## config.mk

```make
export PLATFORM = sky130hd
export DESIGN_NAME = ex_muldiv
export DESIGN_NICKNAME = d
export VERILOG_FILES = /design/src/rtl/ex_muldiv_pkg.sv /design/src/rtl/ex_muldiv.sv
export SDC_FILE = /design/constraint.sdc
export NUM_CORES = 1
export LEC_CHECK = 0
export CORE_ASPECT_RATIO = 2
export CORE_UTILIZATION = 32
export CTS_BUF_LIST = sky130_fd_sc_hd__clkbuf_4
export CTS_CLUSTER_DIAMETER = 200
export DETAILED_ROUTE_END_ITERATION = 12
export GPL_TIMING_DRIVEN = 0
export PLACE_DENSITY_LB_ADDON = 0.1
export SETUP_SLACK_MARGIN = 0.05
export SYNTH_ARGS = -nofsm -noshare
export SYNTH_HDL_FRONTEND = slang
export SYNTH_SLANG_ARGS = --single-unit
```

## constraint.sdc

```tcl
create_clock -name clk -period 16.61 [get_ports clk]
set_input_delay 4.983 -clock clk [delete_from_list [all_inputs] [get_ports clk]]
set_output_delay 4.983 -clock clk [all_outputs]
set_load 0.005 [all_outputs]
```

## src/rtl/ex_muldiv_pkg.sv

```systemverilog
// Shared types and constants for the iterative RV32M multiply/divide unit.
package ex_muldiv_pkg;

  localparam int MD_CNT_WIDTH = 6;

  typedef enum logic [1:0] {
    MD_IDLE = 2'd0,
    MD_CALC = 2'd1,
    MD_DONE = 2'd2
  } md_state_e;

  typedef enum logic [2:0] {
    MD_MUL    = 3'd0,
    MD_MULH   = 3'd1,
    MD_MULHSU = 3'd2,
    MD_MULHU  = 3'd3,
    MD_DIV    = 3'd4,
    MD_DIVU   = 3'd5,
    MD_REM    = 3'd6,
    MD_REMU   = 3'd7
  } md_op_e;

  function automatic logic [31:0] md_abs(
    input logic [31:0] x,
    input logic        neg
  );
    return neg ? (~x + 32'd1) : x;
  endfunction

endpackage

```

## src/rtl/ex_muldiv.sv

```systemverilog
// Iterative RV32M unit: shift-add multiply, restoring divide,
// one step per cycle, stalls the pipeline while busy.
import ex_muldiv_pkg::*;

module ex_muldiv #(
  parameter int XLEN = 32,
  parameter int ITER = 32
) (
  input  logic            clk,
  input  logic            rst,
  input  logic            start_i,
  input  logic [2:0]      md_op_i,
  input  logic [XLEN-1:0] rs1_rdata_i,
  input  logic [XLEN-1:0] rs2_rdata_i,
  input  logic [4:0]      rd_waddr_i,
  input  logic            flush_i,
  output logic            hold_o,
  output logic            done_o,
  output logic [XLEN-1:0] result_o,
  output logic [4:0]      rd_waddr_o
);

  localparam logic [MD_CNT_WIDTH-1:0] CNT_LAST =
    MD_CNT_WIDTH'(ITER - 1);

  md_state_e               r_state;
  md_op_e                  r_op;
  logic [MD_CNT_WIDTH-1:0] r_cnt;
  logic [63:0]             r_acc;
  logic [31:0]             r_m;
  logic                    r_neg;
  logic                    r_neg_rem;
  logic                    r_done;
  logic [31:0]             r_result;
  logic [4:0]              r_rd;

  md_op_e      w_op;
  logic        w_s1;
  logic        w_s2;
  logic        w_a_neg;
  logic        w_b_neg;
  logic [31:0] w_a_mag;
  logic [31:0] w_b_mag;
  logic        w_is_div;
  logic        w_div0;
  logic        w_ovf;
  logic        w_special;
  logic [31:0] w_spec_res;

  assign w_op     = md_op_e'(md_op_i);
  assign w_is_div = md_op_i[2];
  assign w_s1     = (w_op != MD_MULHU) && (w_op != MD_DIVU) &&
                    (w_op != MD_REMU);
  assign w_s2     = w_s1 && (w_op != MD_MULHSU);
  assign w_a_neg  = w_s1 & rs1_rdata_i[31];
  assign w_b_neg  = w_s2 & rs2_rdata_i[31];
  assign w_a_mag  = md_abs(rs1_rdata_i, w_a_neg);
  assign w_b_mag  = md_abs(rs2_rdata_i, w_b_neg);

  assign w_div0 = w_is_div && (rs2_rdata_i == 32'd0);
  assign w_ovf  = ((w_op == MD_DIV) || (w_op == MD_REM)) &&
                  (rs1_rdata_i == 32'h8000_0000) &&
                  (rs2_rdata_i == 32'hFFFF_FFFF);
  assign w_special = w_div0 | w_ovf;

  always_comb begin
    w_spec_res = 32'd0;
    if (w_div0)
      w_spec_res = md_op_i[1] ? rs1_rdata_i : 32'hFFFF_FFFF;
    else if (w_op == MD_DIV)
      w_spec_res = 32'h8000_0000;
  end

  // Datapath steps; the multiplier sits in the accumulator low half.
  logic [32:0] w_sum;
  logic [32:0] w_rem;
  logic [31:0] w_sub;
  logic        w_ge;
  logic [63:0] w_acc_nxt;

  assign w_sum = {1'b0, r_acc[63:32]} +
                 {1'b0, (r_acc[0] ? r_m : 32'd0)};
  assign w_rem = r_acc[63:31];
  assign w_ge  = w_rem >= {1'b0, r_m};
  assign w_sub = w_rem[31:0] - r_m;

  always_comb begin
    if (r_op[2])
      w_acc_nxt = {(w_ge ? w_sub : w_rem[31:0]),
                   r_acc[30:0], w_ge};
    else
      w_acc_nxt = {w_sum, r_acc[31:1]};
  end

  logic [63:0] w_prod;
  logic [31:0] w_quo;
  logic [31:0] w_rmd;
  logic [31:0] w_fix;

  assign w_prod = r_neg ? (~w_acc_nxt + 64'd1) : w_acc_nxt;
  assign w_quo  = md_abs(w_acc_nxt[31:0], r_neg);
  assign w_rmd  = md_abs(w_acc_nxt[63:32], r_neg_rem);

  always_comb begin
    w_fix = 32'd0;
    unique case (r_op)
      MD_MUL:                      w_fix = w_prod[31:0];
      MD_MULH, MD_MULHSU, MD_MULHU: w_fix = w_prod[63:32];
      MD_DIV, MD_DIVU:             w_fix = w_quo;
      MD_REM, MD_REMU:             w_fix = w_rmd;
      default:                     w_fix = 32'd0;
    endcase
  end

  always_ff @(posedge clk or posedge rst) begin
    if (rst) begin
      r_state   <= MD_IDLE;
      r_op      <= MD_MUL;
      r_cnt     <= '0;
      r_acc     <= 64'd0;
      r_m       <= 32'd0;
      r_neg     <= 1'b0;
      r_neg_rem <= 1'b0;
      r_done    <= 1'b0;
      r_result  <= 32'd0;
      r_rd      <= 5'd0;
    end else if (flush_i) begin
      r_state <= MD_IDLE;
      r_done  <= 1'b0;
    end else begin
      unique case (r_state)
        MD_IDLE: begin
          r_done <= 1'b0;
          if (start_i) begin
            r_op <= w_op;
            r_rd <= rd_waddr_i;
            if (w_special) begin
              r_result <= w_spec_res;
              r_done   <= 1'b1;
              r_state  <= MD_DONE;
            end else begin
              r_m       <= w_is_div ? w_b_mag : w_a_mag;
              r_acc     <= {32'd0, (w_is_div ? w_a_mag : w_b_mag)};
              r_neg     <= w_a_neg ^ w_b_neg;
              r_neg_rem <= w_a_neg;
              r_cnt     <= '0;
              r_state   <= MD_CALC;
            end
          end
        end
        MD_CALC: begin
          r_acc <= w_acc_nxt;
          r_cnt <= r_cnt + 1'b1;
          if (r_cnt == CNT_LAST) begin
            r_result <= w_fix;
            r_done   <= 1'b1;
            r_state  <= MD_DONE;
          end
        end
        MD_DONE: begin
          r_done  <= 1'b0;
          r_state <= MD_IDLE;
        end
        default: begin
          r_done  <= 1'b0;
          r_state <= MD_IDLE;
        end
      endcase
    end
  end

  assign hold_o = ~rst & (((r_state == MD_IDLE) & start_i & ~flush_i) |
                          (r_state == MD_CALC));
  assign done_o     = r_done;
  assign result_o   = r_result;
  assign rd_waddr_o = r_rd;

endmodule

```

==> implementation parameters <==
Parameter                              Value

Status
  Result of the run ... complete, no violations

Hold path
  Cell depth of the worst hold path ... 2
  Path class of the lowest-slack min-delay path ... reg -> reg

Synth
  Adder-Cell Fraction of Synth Area ... 5.81%
  Count of unique library cells instantiated by Yosys ... 96
  Post-synthesis register bit count ... 147
  Post-synthesis instance area ... 15800 µm²
  Main combinational cell family by area after synthesis ... compound AO/OA/AOI/OAI gates
  Cells taking the most area after synthesis ... dfrtp_1, o21ai_0, a21oi_1, nand2_1, ha_1
  Number of warnings reported in the yosys synthesis log ... 0
  Xor/xnor cell area share of the yosys netlist ... 9.12%
  Async set or reset register ratio after synthesis ... 100%
  Simple logic cell fraction of the synthesized area ... 23.0%
  Most common cell in the synthesized netlist ... nand2_1
  EDFF count, synth ... 0
  Proportion of netlist area held by the largest area contributor ... about a quarter
  Synth top cells by count ... nand2_1, o21ai_0, a21oi_1
  Post-Syn Area per Cell ... 7.48 µm²
  Most common flop cell mapped by yosys ... dfrtp_1
  Share of cell area taken by muxes after synthesis ... 3.78%
  Gate Count Post-Synth ... 2107
  Part of the Yosys area used for sequential elements ... 23.3%
  Complex-gate fraction of the synthesized area ... 29.8%
  Post-synthesis cell type with the largest combined area ... dfrtp_1
  Net count after synthesis ... 2255

STA
  Final worst setup slack ... 4.23 ns
  Worst-margin pin slew ... about 1.4 ns
  Total negative slack for setup checks ... 0 ns
  Final worst path period share ... 74.6%
  Max-slew headroom at the worst pin ... 9.06%
  Number of endpoints failing setup at the final stage ... 0
  Endpoints failing hold ... 0
  Unrepaired setup endpoints after global routing ... no
  Period minus WS final ... 12.38 ns
  Peak Freq ... around 81 MHz
  Max Transition Viols Final ... 0
  Worst setup skew after layout ... approximately 0.058 ns

CTS
  Hold Buf Count CTS ... 0
  Clk pin slew, worst setup/hold paths ... 0.12 ns
  Sinks on the clock net ... about 150
  Worst-Skew Late Latency ... 0.75 ns
  Number of resized instances in the post-cts repair step ... 0
  # H-tree levels ... 4
  CTS tree ... yes
  Max clock buf depth ... 3
  Clock root buffer ... clkbuf_4
  Number of buffers created by CTS ... 25
  Number of buffers inserted to repair setup after CTS ... 0

Critical path
  Worst R2R Path Depth ... 24
  Worst path max stage delay ... 0.81 ns
  Worst path slowest cell ... clkbuf_1
  Critical Setup Path Class ... in -> out
  Buffering stage count on the worst path with inverters included ... 3
  Family of cells with the greatest summed delay on the critical path ... buffers and inverters
  Worst path depth ... 6
  Maximum net fanout on the critical path ... 10
  Endpoint type of the worst setup path ... primary output
  Required time of the worst setup path ... 11.63 ns
  Ordered cell list for the critical path ... clkdlybuf4s50_1, nor4_1, clkbuf_1, nor2_1, nor2_1, clkdlybuf4s50_1
  WP data arrival ... 7.40 ns
  Type of origin of the critical path ... primary input

Layout
  Post-Layout Cell Count ... 2895
  Layout-stage area growth over the synthesis result ... 14.1%
  Register area ... 3680 µm²
  Share of layout cells above drive strength 1 ... 5.19%
  Multi-input gate area ... 11300 µm²
  Final #Nets ... about 2400
  Count of filler cells inserted in the layout ... roughly 5300
  Final design utilization ... 37.1%

Global routing
  Maximum number of pins on one net before global-route repair ... between 90 and 100
  Aggregate global-route resource usage ... 35.9%
  Number of global-route vias before repair ... 18055
  Global-route wire length before repair ... 128000 µm
  Final global-route overflow total ... 0
  Antenna violations before repair ... 2

Route
  DR pass1 iterations ... 5
  Drc violations ... 0
  Met2 Wirelength ... roughly 46000 µm
  Per-cell via count in the routed design ... 6.06
  Detail Route Antenna Nets ... 0
  Detailed router's first-iteration violation count ... between 1000 and 1500
  Top layer in use ... met4
  Total Wirelength ... 89700 µm
  Via total after detailed routing ... 17556
  Routed length on met1 ... 28000 µm
  Wire length per cell after detailed routing ... ~31 µm
  Met3 wire len ... about 3600 µm

Floorplanning
  Starting utilization of the core area ... roughly a third
  Number of placed I/O pins ... 115
  Area enclosed by the die boundary ... about 50000 µm²
  Die Wd ... 159 µm
  Die boundary height ... 316 µm
  Site row count ... 114
  Area of the core ... just under 50000 µm²

Power
  Leakage component of the power ... 7.20 nW
  P_sw ... 1.93 mW
  Sequential fraction of design power ... 19.5%
  Worst voltage drop across the vdd grid ... 57.1 µV
  Internal ... 1.37 mW
  Overall power consumption ... 3.30 mW
  Relative contribution of the clock network to total power ... 6.9%
  Combinational fraction of design power ... 73.6%
  Switching portion of total power ... 58.6%
  Power density cells ... 184 nW/µm²

Place
  Place WS ... 4.24 ns
  Placed instance count ... 2860
  Routability-driven placement congestion ratio ... approximately 1
  Port Buffer Count ... 113
  Sum of net half-perimeters after detailed placement ... 75000 µm

Run
  Max Cap Violations ... 0
==> flip-flops by register name, indices dropped and copies added (netlist names) <==
register / cells
done_o: 1
r_m: 32
result_o: 32
rd_waddr_o: 5
r_cnt: 6
r_state: 2
r_acc: 64
r_op: 3
r_neg_rem: 1
r_neg: 1
==> layout by cell type (no fill, tap or decap), types with 47 or more instances in the layout <==
master           instances
a21oi_1                183
and2_1                  47
clkbuf_1                95
clkdlybuf4s50_1        113
dfrtp_1                147
ha_1                    70
inv_1                   76
nand2_1                242
nor2_1                 182
nor3_1                  54
o21ai_0                225
xnor2_1                 99
xor2_1                  65
==> worst paths after layout <==
kind                                              start                        to  slack, ns
worst max-delay path                            flush_i                    hold_o       4.23
worst min-delay path            result_o[0]$_DFFE_PP0P_   result_o[0]$_DFFE_PP0P_       0.49
worst max register to register      r_op[2]$_DFFE_PP0P_   result_o[4]$_DFFE_PP0P_       7.10
worst min register to register  result_o[0]$_DFFE_PP0P_   result_o[0]$_DFFE_PP0P_       0.49
max in group asynchronous                           rst     r_acc[35]$_DFFE_PP0P_      11.00
min in group asynchronous                           rst  result_o[31]$_DFFE_PP0P_       4.68
==> worst reg2reg max path: cells and delay by family, from the launching register on <==
kind	cells	cell delay, ns
AOI/OAI and AO/OA	6	1.79
adders and majority gates	1	0.18
and+or+nand+nor	5	1.66
DFF	1	0.51
xor gates and xnor gates	1	0.18
buffers and inverters	11	5.01
==> cell families after synthesis <==
family          Yosys count
flops                   147
xor+xnor                164
simple gates            739
compound gates          726
mux                      57
buf+inv                 202
fa+ha+maj                72
==> power groups by stage <==
stage	clock network, mW	registers (mW)	logic (mW)
after floorplan	0	0.574	1.48
after global placement	0	0.644	2.34
after detailed placement	0	0.646	2.35
after CTS	0.237	0.638	2.37
after global routing	0.250	0.654	2.58
final	0.228	0.642	2.43
==> per-stage QoR <==
stage	hold slack [ns]	area, µm²
CTS	0.491	18000
global placement	0.462	17700
finish	0.487	18000
global route	0.529	18000
detailed placement	0.462	17700
floorplan	0.463	15800
==> layout make-up <==
class / instances / area share, %
clock inverters: 6 / 0.181
clock buffers: 26 / 1.09
diodes: 2 / 0.0278
multi-input cells: 1758 / 62.8
flip-flops and latches: 147 / 20.5
inverters: 77 / 1.65
well taps: 638 / 4.44
plain buffers: 125 / 2.88
repair buffers: 116 / 6.52
==> metal layers <==
| layer | vias to the layer above | global-route usage, % |
|---|---|---|
| li1 | 8043 | - |
| met1 | 8495 | 30.8 |
| met2 | 695 | 66.8 |
| met3 | 323 | 5.19 |
| met4 | 0 | 41.0 |
| met5 | - | 0 |
No activity file was read; power rests on OpenSTA's default activity.
==> RTL edit 1: new RTL, config.mk and constraints unchanged <==
Put one more register stage on the output `result_o`, cleared by the reset. The value now appears one clock later. The other outputs are not delayed to match.
--- a/src/rtl/ex_muldiv.sv
+++ b/src/rtl/ex_muldiv.sv
@@ -173,5 +173,11 @@
                           (r_state == MD_CALC));
   assign done_o     = r_done;
-  assign result_o   = r_result;
+  always_ff @(posedge clk or posedge rst) begin
+    if (rst) begin
+      result_o <= '0;
+    end else begin
+      result_o <= r_result;
+    end
+  end
   assign rd_waddr_o = r_rd;
 
Function: changed (Yosys sat finds a counterexample within 4 cycles, from zero or initial values and one cycle with rst high).
==> RTL edit 1 against the original RTL <==
The run now ends with slew limit left; area after synthesis is 4.8% higher; count of clock-buffer cells in the layout is 9 lower; setup slack better by 310 ps; final area is 5.0% higher; clock power is 27% higher; synthesized cell count is 2.5% higher; routed wire length is 7.3% higher; final cell count is 2.3% higher; sequential power is 3.3% lower; sequential cell count is 32 higher; total power is 11% lower; highest routed layer is now met5.
==> RTL edit 1: results (changes against the original RTL) <==
final_max_slew_viol_count: 6  # +6
use_met1: 0.3274  # +0.01945
met2_usage: 0.6640  # -0.003656
status: "complete, but fails checks"
skew_ps: 47.91  # -9.877 ps
rr_worst_depth: 14  # -42%
path_max_fanout: 6  # -4
wl_met1_mm: 30.08  # +7.6%
dp_hpwl_mm: 78.16  # +4.1%
p_leak_nw: 7.555  # +4.9%
clkTransAtPathRegs_ps: 220  # +100 ps
drt_first_pass_iters: 6  # +1
tightest_slew_ps: 1518  # +160.5 ps
irDropWorstVdd_uv: 63.80  # +12%
r2r_slack_ps: 8100  # +1000 ps
highest_layer: "met5"
detailed_place.area_sq_um: 18510  # +4.4%
wl_met2_mm: 48.96  # +5.6%
met3_wirelength_mm: 4.833  # +36%
grtUsageTotal: 0.3689  # +0.01036
crit_arrival_ps: 7100  # -300 ps
cts.path.max_buffers: 2  # -1
fin_hold_ws_ps: 384.8  # -102.3 ps
fillerInstances: 5558  # +4.5%
yosysUniqueCellTypes: 89  # -7.3%
clock_latency_ps: 690  # -60 ps
min_path_cells: 0  # -2
min_from: "r_result[3]"
synthTopCellsByArea: "dfrtp_1 (27%), o21ai_0 (7.2%), nand2_1 (5.7%)"
violations: "slew limit"
cp_slowest_stage_delay_ps: 670  # -140 ps
fmax_ghz: 0.08279  # +2.5%
regToRegEndpoint: "r_result[25]"
[RTL edit 1: changes by cell type after synthesis, moves of 8 or more]
cell | unedited run | this run
dfrtp_1 | 147 | 179
o21ai_0 | 225 | 239
xnor2_1 | 99 | 85
mux2i_1 | 37 | 50
o21a_1 | 11 | 22
buf_2 | 17 | 7
clkbuf_1 | 95 | 104
nand2_1 | 242 | 250
or4_1 | 12 | 4
xor2_1 | 65 | 73
[RTL edit 1: layout make-up]
class	instances	share of cell area
Multi-Input combinational cell	1779	0.5974
Sequential cell	179	0.2374
Timing Repair Buffer	117	0.06268
Tap cell	654	0.04338
Buffer	130	0.02726
Inverter	71	0.01453
Clock inverter	15	0.01041
Clock buffer	17	0.006765
Antenna cell	1	0.0001327
[RTL edit 1: through the flow]
step / power (mW) / utilization / cells
after floorplan: 1.717 / - / 2159
after global routing: 3.036 / 0.3703 / 2963
after CTS: 2.834 / 0.3697 / 2960
after global placement: 2.532 / 0.3622 / 2925
after detailed placement: 2.537 / 0.3633 / 2928
final: 2.935 / 0.3703 / 2963
[RTL edit 1: cell families (layout without fill, tap and decap cells)]
kind of cell | count (synthesis) | after routing | synth area share
AND/OR/NAND/NOR | 747 | 747 | 0.2181
AO/OA/AOI/OAI | 740 | 740 | 0.2856
buffers and inverters | 201 | 350 | 0.04728
flip-flops | 179 | 179 | 0.2713
XOR/XNOR | 158 | 158 | 0.08380
adder cells (fa/ha/maj) | 72 | 72 | 0.05546
multiplexers | 62 | 62 | 0.03849
other | 0 | 1 | 0
[RTL edit 1: report_power, final]
part | internal (mW) | leakage (nW) | switching, mW | total (mW)
sequential | 0.507 | 2.25 | 0.114 | 0.621
clock | 0.0747 | 0.169 | 0.215 | 0.289
combinational | 0.595 | 5.14 | 1.43 | 2.02
==> RTL edit 2: new RTL, config.mk and constraints unchanged <==
Without the edit above. The package constant `MD_CNT_WIDTH` goes from 6 to 8.
--- a/src/rtl/ex_muldiv_pkg.sv
+++ b/src/rtl/ex_muldiv_pkg.sv
@@ -2,5 +2,5 @@
 package ex_muldiv_pkg;
 
-  localparam int MD_CNT_WIDTH = 6;
+  localparam int MD_CNT_WIDTH = 8;
 
   typedef enum logic [1:0] {
Function: not settled (the Yosys comparison gave no result); the edit may change what the design does.
==> RTL edit 2 against the original RTL <==
Sequential cell count is 2 higher; sequential power decreased by 24%; setup slack better by 510 ps; synthesized cell count grew 9.2%; register-to-register slack gained 910 ps; final area rose by 5.0%; total power shrank 30%; maximum frequency grew 4.3%; non-clock buffer count up 21; routed wire length increased by 11%; area after synthesis is 5.0% higher; critical endpoint unchanged; largest cell class unchanged; highest routed layer is now met5.
==> RTL edit 2: results (changes against the original RTL) <==
status: "finished clean"
met3_wirelength_mm: 4.844  # +36%
dp_cells: 3071  # +7.4%
cp-startpoint: "start_i"
grt_start_max_net_pins: 113  # +16%
skew_ps: 32.72  # -25.07 ps
wl_met2_mm: 50.45  # +8.8%
grt_pass1_vias: 19210  # +6.4%
detailed_place.area_sq_um: 18550  # +4.7%
clock_latency_ps: 720  # -30 ps
dp_hpwl_mm: 82.47  # +9.9%
grtUsageTotal: 0.3818  # +0.02326
synth_common_cells: "nand2_1 (309), o21ai_0 (256), nor2_1 (199)"
synth_mux_area_frac: 0.04258  # +0.004785
min_from: "result_o[3]"
drt_first_pass_iters: 6  # +1
antenna_found_initial: 5  # +3
grt_use_met3: 0.06355  # +0.01160
syn_area_per_cell_sq_um: 7.189  # -3.9%
r2r_slack_ps: 8010  # +910 ps
irDropWorstVdd_uv: 51.68  # -9.5%
rr_worst_depth: 17  # -29%
drtIter0Drc: 1354  # +21%
synthAdderAreaFrac: 0.05537  # -0.002761
power.net_switching_mw: 1.334  # -31%
synth-seq-area-share: 0.2254  # -0.008064
wl_met1_mm: 30.38  # +8.7%
slowest_stage: "clkdlybuf4s50_1"
synthTopCellsByArea: "dfrtp_1 (23%), o21ai_0 (7.7%), nand2_1 (7.0%)"
fin_hold_ws_ps: 505.8  # +18.69 ps
gp_congestion: 1.087  # +7.1%
highest_layer: "met5"
fin_nets: 2584  # +7.8%
synth_compound_area_frac: 0.2824  # -0.01591
grt_pass1_wl_mm: 138.8  # +8.8%
fmax_ghz: 0.08423  # +4.3%
post_cts_buffers: 0  # unchanged
p_leak_nw: 7.416  # +3.0%
wirelength_mm: 99.46  # +11%
syn_nets: 2449  # +8.6%
met2_usage: 0.6878  # +0.02009
crit_arrival_ps: 6890  # -510 ps
synth_xor_area_frac: 0.09107  # -0.00009452
path_max_fanout: 7  # -3
yosysUniqueCellTypes: 89  # -7.3%
tightest_slew_ps: 1450  # +92.19 ps
cts_buffers: 17  # -32%
drive_gt1_frac: 0.04328  # -0.008602
clkTransAtPathRegs_ps: 170  # +50 ps
cp_slowest_stage_delay_ps: 580  # -230 ps
wire_per_inst_um: 32.03  # +3.4%
cts.path.max_buffers: 2  # -1
yosys_warnings: 0  # unchanged
[RTL edit 2: changes by cell type in the layout (fill, tap and decap cells not counted), sizes merged, moves of 12 or more]
| cell | before | now |
|---|---|---|
| a211oi | 22 | 35 |
| a21oi | 183 | 196 |
| mux2i | 37 | 49 |
| nand2 | 242 | 309 |
| nor2 | 182 | 200 |
| nor3 | 56 | 76 |
| o21ai | 229 | 264 |
| o221ai | 29 | 5 |
| o31ai | 31 | 48 |
[RTL edit 2: layout make-up]
type,count,area (sq um)
timing repair buffer,116,1180
antenna,2,5.005
sequential,149,3729
buffer,146,585.6
fill,5605,32080
clock inverter,15,175.2
clock buffer,17,127.6
multi-input combinational,1935,11970
inverter,71,274.0
tap,654,818.3
[RTL edit 2: power by group through the flow]
| stage | combinational [mW] | sequential (mW) | clock [mW] |
|---|---|---|---|
| 6_report | 1.55 | 0.487 | 0.274 |
| 5_1_grt | 1.63 | 0.494 | 0.288 |
| 4_1_cts | 1.50 | 0.485 | 0.278 |
| 3_5_place_dp | 1.49 | 0.493 | 0 |
| 3_3_place_gp | 1.49 | 0.492 | 0 |
| 2_1_floorplan | 0.941 | 0.465 | 0 |
[RTL edit 2: worst min path at each step]
stage               cells after the start           to
finish                                  2  result_o[3]
global route                            1  result_o[6]
detailed placement                      2  result_o[3]
floorplan                               1     r_cnt[6]
CTS                                     2  result_o[3]
global placement                        1  result_o[6]
[RTL edit 2: kinds of logic after synthesis]
group,Yosys count
AO/OA/AOI/OAI,758
adder cells (fa/ha/maj),72
buffers and inverters,217
flip-flops,149
AND/OR/NAND/NOR,865
multiplexers,68
XOR/XNOR,172
[RTL edit 2: worst reg2reg max path, delay by kind of cell, from the launching register on]
kind | cells | cell delay [ps]
buf+inv | 12 | 6130
simple gates | 3 | 770
flops | 1 | 360
compound gates | 2 | 1220
